File: src/rtl/packet_sorter.sv
// Receive-side data-island packet dispatcher: audio samples into a stereo FIFO,
// ACR into N/CTS registers, AVI InfoFrames checksum-verified and captured.
module packet_sorter #(
  parameter int unsigned AUDIO_BIT_WIDTH    = 16,
  parameter int unsigned FIFO_DEPTH         = 8,
  parameter int unsigned AVI_TIMEOUT_FIELDS = 2
) (
  input  logic                       clk_pixel,
  input  logic                       reset,
  input  logic                       packet_valid,
  input  logic [23:0]                packet_header,
  input  logic [3:0][55:0]           packet_sub,
  input  logic                       packet_ecc_ok,
  input  logic                       video_field_end,
  input  logic                       audio_ready,
  output logic                       audio_valid,
  output logic [AUDIO_BIT_WIDTH-1:0] audio_left,
  output logic [AUDIO_BIT_WIDTH-1:0] audio_right,
  output logic                       audio_block_start,
  output logic                       audio_overflow,
  output logic                       acr_update,
  output logic [19:0]                acr_n,
  output logic [19:0]                acr_cts,
  output logic                       avi_valid,
  output logic [6:0]                 avi_vic,
  output logic [1:0]                 avi_rgb_range,
  output logic [7:0]                 ecc_error_count,
  output logic [7:0]                 checksum_error_count
);

  localparam int unsigned AW = AUDIO_BIT_WIDTH;
  localparam int unsigned SW = 2 * AW;
  localparam int unsigned EW = SW + 1;
  localparam int unsigned PW = $clog2(FIFO_DEPTH);
  localparam int unsigned CW = PW + 1;
  localparam int unsigned FW = $clog2(AVI_TIMEOUT_FIELDS + 1);

  typedef enum logic [0:0] {ST_IDLE, ST_UNPACK} state_e;

  logic [7:0] hb0, hb1, hb2;
  assign hb0 = packet_header[7:0];
  assign hb1 = packet_header[15:8];
  assign hb2 = packet_header[23:16];

  logic pkt_ok_c, is_acr_c, is_audio_c, is_avi_c;
  assign pkt_ok_c   = packet_valid & packet_ecc_ok;
  assign is_acr_c   = (hb0 == 8'h01);
  assign is_audio_c = (hb0 == 8'h02);
  assign is_avi_c   = (hb0 == 8'h82);

  // InfoFrame checksum over the three header bytes and all 28 subpacket bytes
  logic [7:0] avi_sum_c;
  always_comb begin
    avi_sum_c = hb0 + hb1 + hb2;
    for (int i = 0; i < 4; i++) begin
      for (int b = 0; b < 7; b++) begin
        avi_sum_c = avi_sum_c + packet_sub[i][8*b +: 8];
      end
    end
  end

  // ---------------- audio unpacker ----------------
  state_e              state_q, state_d;
  logic [3:0]          mask_q, mask_d;
  logic [3:0]          bflag_q, bflag_d;
  logic [3:0][SW-1:0]  smp_q, smp_d;
  logic [1:0]          idx_c;
  logic                wr_req_c;
  logic [EW-1:0]       wdata_c;
  logic                audio_start_c;
  logic                audio_clash_c;

  assign audio_start_c = pkt_ok_c & is_audio_c & (state_q == ST_IDLE) & (hb1[3:0] != 4'b0);
  assign audio_clash_c = pkt_ok_c & is_audio_c & (state_q == ST_UNPACK);

  always_comb begin
    state_d  = state_q;
    mask_d   = mask_q;
    bflag_d  = bflag_q;
    smp_d    = smp_q;
    wr_req_c = 1'b0;
    idx_c    = 2'd0;
    // lowest still-present subpacket goes next, so absent ones cost no cycle
    for (int i = 3; i >= 0; i--) begin
      if (mask_q[i]) idx_c = 2'(i);
    end
    wdata_c = {bflag_q[idx_c], smp_q[idx_c]};
    case (state_q)
      ST_IDLE: begin
        if (audio_start_c) begin
          mask_d  = hb1[3:0];
          bflag_d = hb2[7:4];
          for (int i = 0; i < 4; i++) begin
            smp_d[i] = {packet_sub[i][47 -: AW], packet_sub[i][23 -: AW]};
          end
          state_d = ST_UNPACK;
        end
      end
      ST_UNPACK: begin
        wr_req_c = 1'b1;
        mask_d   = mask_q & ~(4'b0001 << idx_c);
        if (mask_d == 4'b0) state_d = ST_IDLE;
      end
      default: state_d = ST_IDLE;
    endcase
  end

  always_ff @(posedge clk_pixel) begin
    if (reset) begin
      state_q <= ST_IDLE;
      mask_q  <= '0;
      bflag_q <= '0;
      smp_q   <= '0;
    end else begin
      state_q <= state_d;
      mask_q  <= mask_d;
      bflag_q <= bflag_d;
      smp_q   <= smp_d;
    end
  end

  // ---------------- audio FIFO with registered head ----------------
  logic [EW-1:0] mem_q [FIFO_DEPTH];
  logic [PW-1:0] rd_ptr_q, rd_ptr_d, wr_ptr_q, wr_ptr_d;
  logic [CW-1:0] count_q, count_d;
  logic [EW-1:0] head_q, head_d;
  logic          valid_q, valid_d, ovf_q, ovf_d;
  logic          rd_c, wr_c, full_c;

  always_comb begin
    rd_c     = valid_q & audio_ready;
    full_c   = (count_q == CW'(FIFO_DEPTH));
    wr_c     = wr_req_c & (~full_c | rd_c);
    rd_ptr_d = rd_ptr_q + PW'(rd_c);
    wr_ptr_d = wr_ptr_q + PW'(wr_c);
    count_d  = count_q + CW'(wr_c) - CW'(rd_c);
    valid_d  = (count_d != '0);
    ovf_d    = ovf_q | (wr_req_c & full_c & ~rd_c);
    head_d   = head_q;
    // an entry being written into an otherwise-empty FIFO bypasses the array
    if (count_d != '0) begin
      head_d = (wr_c && (wr_ptr_q == rd_ptr_d)) ? wdata_c : mem_q[rd_ptr_d];
    end
  end

  always_ff @(posedge clk_pixel) begin
    if (wr_c) mem_q[wr_ptr_q] <= wdata_c;
  end

  always_ff @(posedge clk_pixel) begin
    if (reset) begin
      rd_ptr_q <= '0;
      wr_ptr_q <= '0;
      count_q  <= '0;
      head_q   <= '0;
      valid_q  <= 1'b0;
      ovf_q    <= 1'b0;
    end else begin
      rd_ptr_q <= rd_ptr_d;
      wr_ptr_q <= wr_ptr_d;
      count_q  <= count_d;
      head_q   <= head_d;
      valid_q  <= valid_d;
      ovf_q    <= ovf_d;
    end
  end

  // ---------------- ACR, AVI, field timeout, error counters ----------------
  logic [19:0]   acr_n_q, acr_n_d, acr_cts_q, acr_cts_d;
  logic          acr_upd_q, acr_upd_d;
  logic          avi_valid_q, avi_valid_d;
  logic [6:0]    vic_q, vic_d;
  logic [1:0]    rgb_q, rgb_d;
  logic [FW-1:0] fcnt_q, fcnt_d;
  logic [7:0]    ecc_cnt_q, ecc_cnt_d, cks_cnt_q, cks_cnt_d;
  logic          avi_good_c, cks_err_c;

  assign avi_good_c = pkt_ok_c & is_avi_c & (avi_sum_c == 8'h00);
  assign cks_err_c  = (pkt_ok_c & is_avi_c & (avi_sum_c != 8'h00)) | audio_clash_c;

  always_comb begin
    acr_upd_d = pkt_ok_c & is_acr_c;
    acr_n_d   = acr_n_q;
    acr_cts_d = acr_cts_q;
    if (acr_upd_d) begin
      acr_cts_d = {packet_sub[0][11:8], packet_sub[0][23:16], packet_sub[0][31:24]};
      acr_n_d   = {packet_sub[0][35:32], packet_sub[0][47:40], packet_sub[0][55:48]};
    end
    avi_valid_d = avi_valid_q;
    vic_d       = vic_q;
    rgb_d       = rgb_q;
    fcnt_d      = fcnt_q;
    if (avi_good_c) begin
      avi_valid_d = 1'b1;
      vic_d       = packet_sub[0][38:32];
      rgb_d       = packet_sub[0][27:26];
      fcnt_d      = '0;
    end else if (video_field_end) begin
      if (fcnt_q != FW'(AVI_TIMEOUT_FIELDS)) fcnt_d = fcnt_q + FW'(1);
      if (fcnt_d == FW'(AVI_TIMEOUT_FIELDS)) avi_valid_d = 1'b0;
    end
    ecc_cnt_d = ecc_cnt_q;
    if (packet_valid && !packet_ecc_ok && ecc_cnt_q != 8'hFF) ecc_cnt_d = ecc_cnt_q + 8'd1;
    cks_cnt_d = cks_cnt_q;
    if (cks_err_c && cks_cnt_q != 8'hFF) cks_cnt_d = cks_cnt_q + 8'd1;
  end

  always_ff @(posedge clk_pixel) begin
    if (reset) begin
      acr_n_q     <= '0;
      acr_cts_q   <= '0;
      acr_upd_q   <= 1'b0;
      avi_valid_q <= 1'b0;
      vic_q       <= '0;
      rgb_q       <= '0;
      fcnt_q      <= '0;
      ecc_cnt_q   <= '0;
      cks_cnt_q   <= '0;
    end else begin
      acr_n_q     <= acr_n_d;
      acr_cts_q   <= acr_cts_d;
      acr_upd_q   <= acr_upd_d;
      avi_valid_q <= avi_valid_d;
      vic_q       <= vic_d;
      rgb_q       <= rgb_d;
      fcnt_q      <= fcnt_d;
      ecc_cnt_q   <= ecc_cnt_d;
      cks_cnt_q   <= cks_cnt_d;
    end
  end

  assign audio_valid          = valid_q;
  assign audio_block_start    = head_q[EW-1];
  assign audio_right          = head_q[SW-1:AW];
  assign audio_left           = head_q[AW-1:0];
  assign audio_overflow       = ovf_q;
  assign acr_update           = acr_upd_q;
  assign acr_n                = acr_n_q;
  assign acr_cts              = acr_cts_q;
  assign avi_valid            = avi_valid_q;
  assign avi_vic              = vic_q;
  assign avi_rgb_range        = rgb_q;
  assign ecc_error_count      = ecc_cnt_q;
  assign checksum_error_count = cks_cnt_q;

endmodule

File: config.mk
export PLATFORM = sky130hd
export DESIGN_NAME = packet_sorter
export DESIGN_NICKNAME = d
export VERILOG_FILES = /design/src/rtl/packet_sorter.sv
export SDC_FILE = /design/constraint.sdc
export NUM_CORES = 1
export LEC_CHECK = 0
export ABC_CLOCK_PERIOD_IN_PS = 17830
export CORE_ASPECT_RATIO = 0.5
export CORE_MARGIN = 1
export CORE_UTILIZATION = 25
export DETAILED_ROUTE_END_ITERATION = 8
export DONT_BUFFER_PORTS = 1
export HOLD_SLACK_MARGIN = 0.03
export PLACE_DENSITY_LB_ADDON = 0.12
export SLEW_MARGIN = 20
export SYNTH_ARGS = -nofsm -noshare
export SYNTH_HDL_FRONTEND = slang
export SYNTH_SLANG_ARGS = --single-unit
File: constraint.sdc
create_clock -name clk_pixel -period 17.83 [get_ports clk_pixel]
set_input_delay 1.783 -clock clk_pixel [delete_from_list [all_inputs] [get_ports clk_pixel]]
set_output_delay 1.783 -clock clk_pixel [all_outputs]
set_load 0.02 [all_outputs]
Word-level counts from Yosys, hierarchy flattened:

Memories as Yosys holds them, arrays and structs flattened. A register that Yosys moved wholly into a read port is not among the register bits.
Cells that the tools add are included.

* word-level logic and storage cells: 127
* memories kept: 1
* bits in registers: 218
* input bits: 254
* RAM bits: 264

Memories
* mem_q: words 8, width 33, read ports 1, clocked after memory_dff 1, wr ports 1, line 123 `logic [EW-1:0] mem_q [FIFO_DEPTH];`

* eq/ne operators: 9
* magnitude comparators: 1
* reduce and logical (&&, ||, !) cells: 14
* bitwise gates (word level): 21
* shifts and indexed selects: 1
* mux-type cells: 22
* $add $sub $neg: 37

Operators by type and width (count)
* $add A8 B8 Y8: 30
* $bmux W32 S2: 1
* $mux W32: 1
* $add A8 B1 Y8 const B: 2
* $ne A8 B8 Y1 const B: 2
* $mux W2: 7
* $and A1 B1 Y1: 13
* $mux W1: 9
* $eq A8 B1 Y1 const B: 1
* $eq A8 B2 Y1 const B: 1
* $eq A8 B8 Y1 const B: 1
* $logic_not A8 Y1: 1
* $pmux W4 S2: 1
* $reduce_bool A4 Y1: 2
* $reduce_bool A8 Y1: 1
* $add A3 B1 Y3: 2
* $add A4 B1 Y4: 1
* $and A4 B4 Y4: 1
* $eq A4 B4 Y1 const B: 1
* $logic_not A4 Y1: 1
* $mux W4: 1
* $ne A2 B2 Y1 const B: 2
* $not A4 Y4: 1
* $reduce_and A2 Y1: 2
* other kinds (13): 20

Logic depth before layout (Yosys ltp):

* depth after elaboration: 37
* gate-level depth with buffers: 27
* gate-level depth less buffers: 26

Worst setup path after synthesis:

OpenSTA, ideal clock, no wires.

* path kind: input port to flip-flop
* start: input packet_sub[170] in the netlist's numbering
* end: register rgb_q[0], in the netlist avi_rgb_range[0]
* data arrival time: 8179 ps
* path slack: 9524 ps
* path buffers: 1
* stages on the path: 23
* library setup time: 128 ps
* required time: 17702 ps
* path through: fa_1 > inv_1 > fa_1 > fa_1 > inv_1 > fa_1 > fa_1 > inv_1 > fa_1 > fa_1 > inv_1 > fa_1 > ha_1 > inv_1 > fa_1 > nand2_1 > or4_1 > nor4_1 > inv_2 > nor3_2 > buf_6 > mux2i_1 > nor2_1

* word-level cells in the longest chain between the ends: 9

RTL lines
* from (decl): line 12 `input logic [3:0][55:0] packet_sub,`
* $add A8 B8 Y8 (7 in series): line 57 `avi_sum_c = avi_sum_c + packet_sub[i][8*b +: 8];`
* $logic_not A8 Y1: line 178 `assign avi_good_c = pkt_ok_c & is_avi_c & (avi_sum_c == 8'h00);`
* $and A1 B1 Y1: line 178
* to (signal assigned): line 225 `rgb_q <= rgb_d;`
* to (decl): line 173 `logic [1:0] rgb_q, rgb_d;`

No other way between the ends.
A chain may end at the register's enable or synchronous reset.

Worst setup path in the final report:

Ends and elaborated chain as after synthesis.

==> results.md <==
* Tcrit/Tclk final at 0.466
* Most numerous cell in the Yosys netlist: nand2_1
* Largest area contributor in the netlist: edfxtp_1
* Slowest-stage cell, CP: nor4_1
* CTS buffer count at 55
* Drt drc at 0
* Pre-antenna DRT Iters at 8
* Routed Antenna Nets at 0
* Layout area overhead at 13.7%
* Number of setup violations in the final report at 0
* Largest net degree at the start of global routing at ~250
* Total GRT Usage at 0.164
* Post-synth EDFFs at 264
* Cell Chain, Critical Path: fa_1 -> inv_1 -> fa_1 -> fa_1 -> inv_1 -> fa_1 -> fa_1 -> inv_1 -> fa_1 -> fa_1 -> inv_1 -> fa_1 -> ha_1 -> inv_1 -> fa_1 -> nand2_1 -> or4_1 -> nor4_1 -> inv_2 -> nor3_2 -> buf_4 -> mux2i_1 -> nor2_1
* Synth Area in Adders at 0.160
* Final WL at 84.3 mm
* Initial antenna violation count at 3
* Buffers added on ports at 0
* Post-Synthesis Cells at about 2100
* Xor-xnor portion of the synthesized cell area at 0.0277
* Final non-filler cell total at between 3000 and 4000
* Final hold violation count at 0
* Vias in the first global route at 16100
* Post-synthesis mux area share at 0.0911
* Largest family of logic cells by synthesized area: adder cells
* Initial Util at 0.254
* Top_reg_cell synth: edfxtp_1
* Root Buffer: clkbuf_16
* GP Congestion at 0.859
* Routed WL per cell at approximately 24 um
* Hold Crit Class: reg -> reg
* Max Fclk at 120 MHz
* Syn Area/Cell at ~12 um^2
* Critical path capture point type: register
* Final slew viol count at 0
* CTS tree: done
* DP Wirelength at around 60 mm
* Finished Core Util at 0.289
* Synth Area in Simple Gates at 0.0835
* Worst vdd ir at approximately 0.96 mV
* Post-synthesis sequential area ratio at 0.516
* Gr ovfl total at 0
* Slew @ Worst Pin at 1.12 ns
* CTS Buffer Depth at 3
* Synth area leaders: edfxtp_1, dfxtp_1, fa_1
* Iteration-0 DRC Markers at 926
* Post-synth top area share at 0.316
* WP data required at 18.34 ns
* Leakage power at 9.38 nW
* Worst setup path startpoint: packet_sub[170]
* Ys Warns at 0
* Status: finished, final reports clean
* Vias at between 15000 and 20000
* Ports at 356
* Startpoint class of the critical path: input pin
* Final hold slack at 0.453 ns
* Die Y at 226 um
* Worst r2r src: audio_valid
* CP peak stage delay at 0.74 ns
* Most frequent cells after synthesis: nand2_1, edfxtp_1, dfxtp_1
* Setup CP Type: in -> reg
* CP max FO at 12
* Post-Syn Area at 25100 um^2
* Die area at ~100000 um^2
* Fin Setup TNS at 0 ns
* Hold-fix buffers, CTS at 0
* Placed insts at 3343
* Crit path top cell by count: fa_1
* Syn_nets at 2552
* Worst-path clk slew at around 0.06 ns
* FILL cells at 10100
* Netlist cell types at 53
* Core area at 98600 um^2
* Worst-skew pair later-pin latency at 0.65 ns
* Power density over the cells at between 200 and 250 nW/um^2
* Rows at 81
* #FFs+latches synth at 515
* First-pass GRT wire length at 119 mm
* RSZ-0062 raised after global routing: no
* Max Clock Skew at 0.0627 ns
* Post-CTS Setup Bufs at 0
* Nets at approximately 2500
* Share of cells above drive strength 1 at 0.108
* HP Start: smp_q[76]
* Ys async rst share at 0
* Final Critical Period at 8.31 ns
* Worst slew margin at 0.246
* Die width at 450 um
* Synth Area in Compound Gates at 0.0767
* CTS HTree Levels at 2
* Sink Count at 515
* MaxCap Viol Count at 0
* WP data arrival at 8.82 ns
* Resize count post-CTS at 0
* Pwr Total at 7.06 mW
* Via density at 4.50
## worst max-delay path: cells and delay by family
family                     cells  cell delay [ns]
adders and majority gates     10             4.72
and+or+nand+nor                5             1.38
buffers and inverters          7             0.67
muxes                          1             0.23
## cells by family after synthesis
group | after synthesis
AOI/OAI and AO/OA | 344
buffers and inverters | 275
and+or+nand+nor | 515
DFF | 515
muxes | 146
xor gates and xnor gates | 76
adders and majority gates | 214
## layout by cell type (no fill, tap or decap), drive strengths merged, types with 15 or more instances in the layout
cell,n
a21oi,221
nand2,356
fa,178
edfxtp,264
ha,35
clkbuf,80
mux2i,80
a211oi,34
o21ai,44
dfxtp,251
xnor2,62
mux4,66
a22oi,34
nor2,100
inv,160
buf,47
clkinv,15
## state kept, by name, indices dropped and copies added (netlist names), 3 cells and up
signal / count
head_q: 33
rd_ptr_q: 3
ecc_error_count: 8
bflag_q: 4
acr_cts: 20
checksum_error_count: 8
mem_q: 264
acr_n: 20
mask_q: 4
smp_q: 128
avi_vic: 7
wr_ptr_q: 3
count_q: 4
## per-layer routing
metal,vias up,track usage,share of wire
li1,7129,-,-
met1,7901,0.206,0.43
met2,336,0.275,0.49
met3,154,0.0307,0.044
met4,0,0.0713,0.044
met5,-,0,0
## path summary, 6_finish.rpt
path	slack, ns	cells past startpoint	end
setup reg to reg	13.43	16	head_q[11]
hold reg to reg	0.45	2	smp_q[76]
hold / removal	0.45	2	smp_q[76]
setup / recovery	9.52	23	avi_rgb_range[0]
## final cells by class
cell class	instances	area, um^2	area share
well taps	1328	1660	0.0582
repair buffers	47	353	0.0124
multi-input cells	1295	11100	0.391
diodes	4	10.0	0.000351
clock inverters	23	211	0.00741
inverters	158	593	0.0208
clock buffers	80	1610	0.0564
flip-flops and latches	515	13000	0.454
## metrics by stage
stage	setup slack (ns)	instance area [um^2]
floorplan	9.52	25100
global placement	8.92	26700
detailed placement	8.79	26700
CTS	9.47	28500
global route	9.17	28500
finish	9.52	28500
## power by group
| group | internal (mW) | switching (mW) | total [mW] | leakage (nW) |
|---|---|---|---|---|
| combinational | 2.23 | 2.30 | 4.53 | 4.48 |
| sequential | 1.28 | 0.0761 | 1.35 | 4.01 |
| clock | 0.657 | 0.513 | 1.17 | 0.887 |
Note: power is estimated with default switching activity, not from simulation.
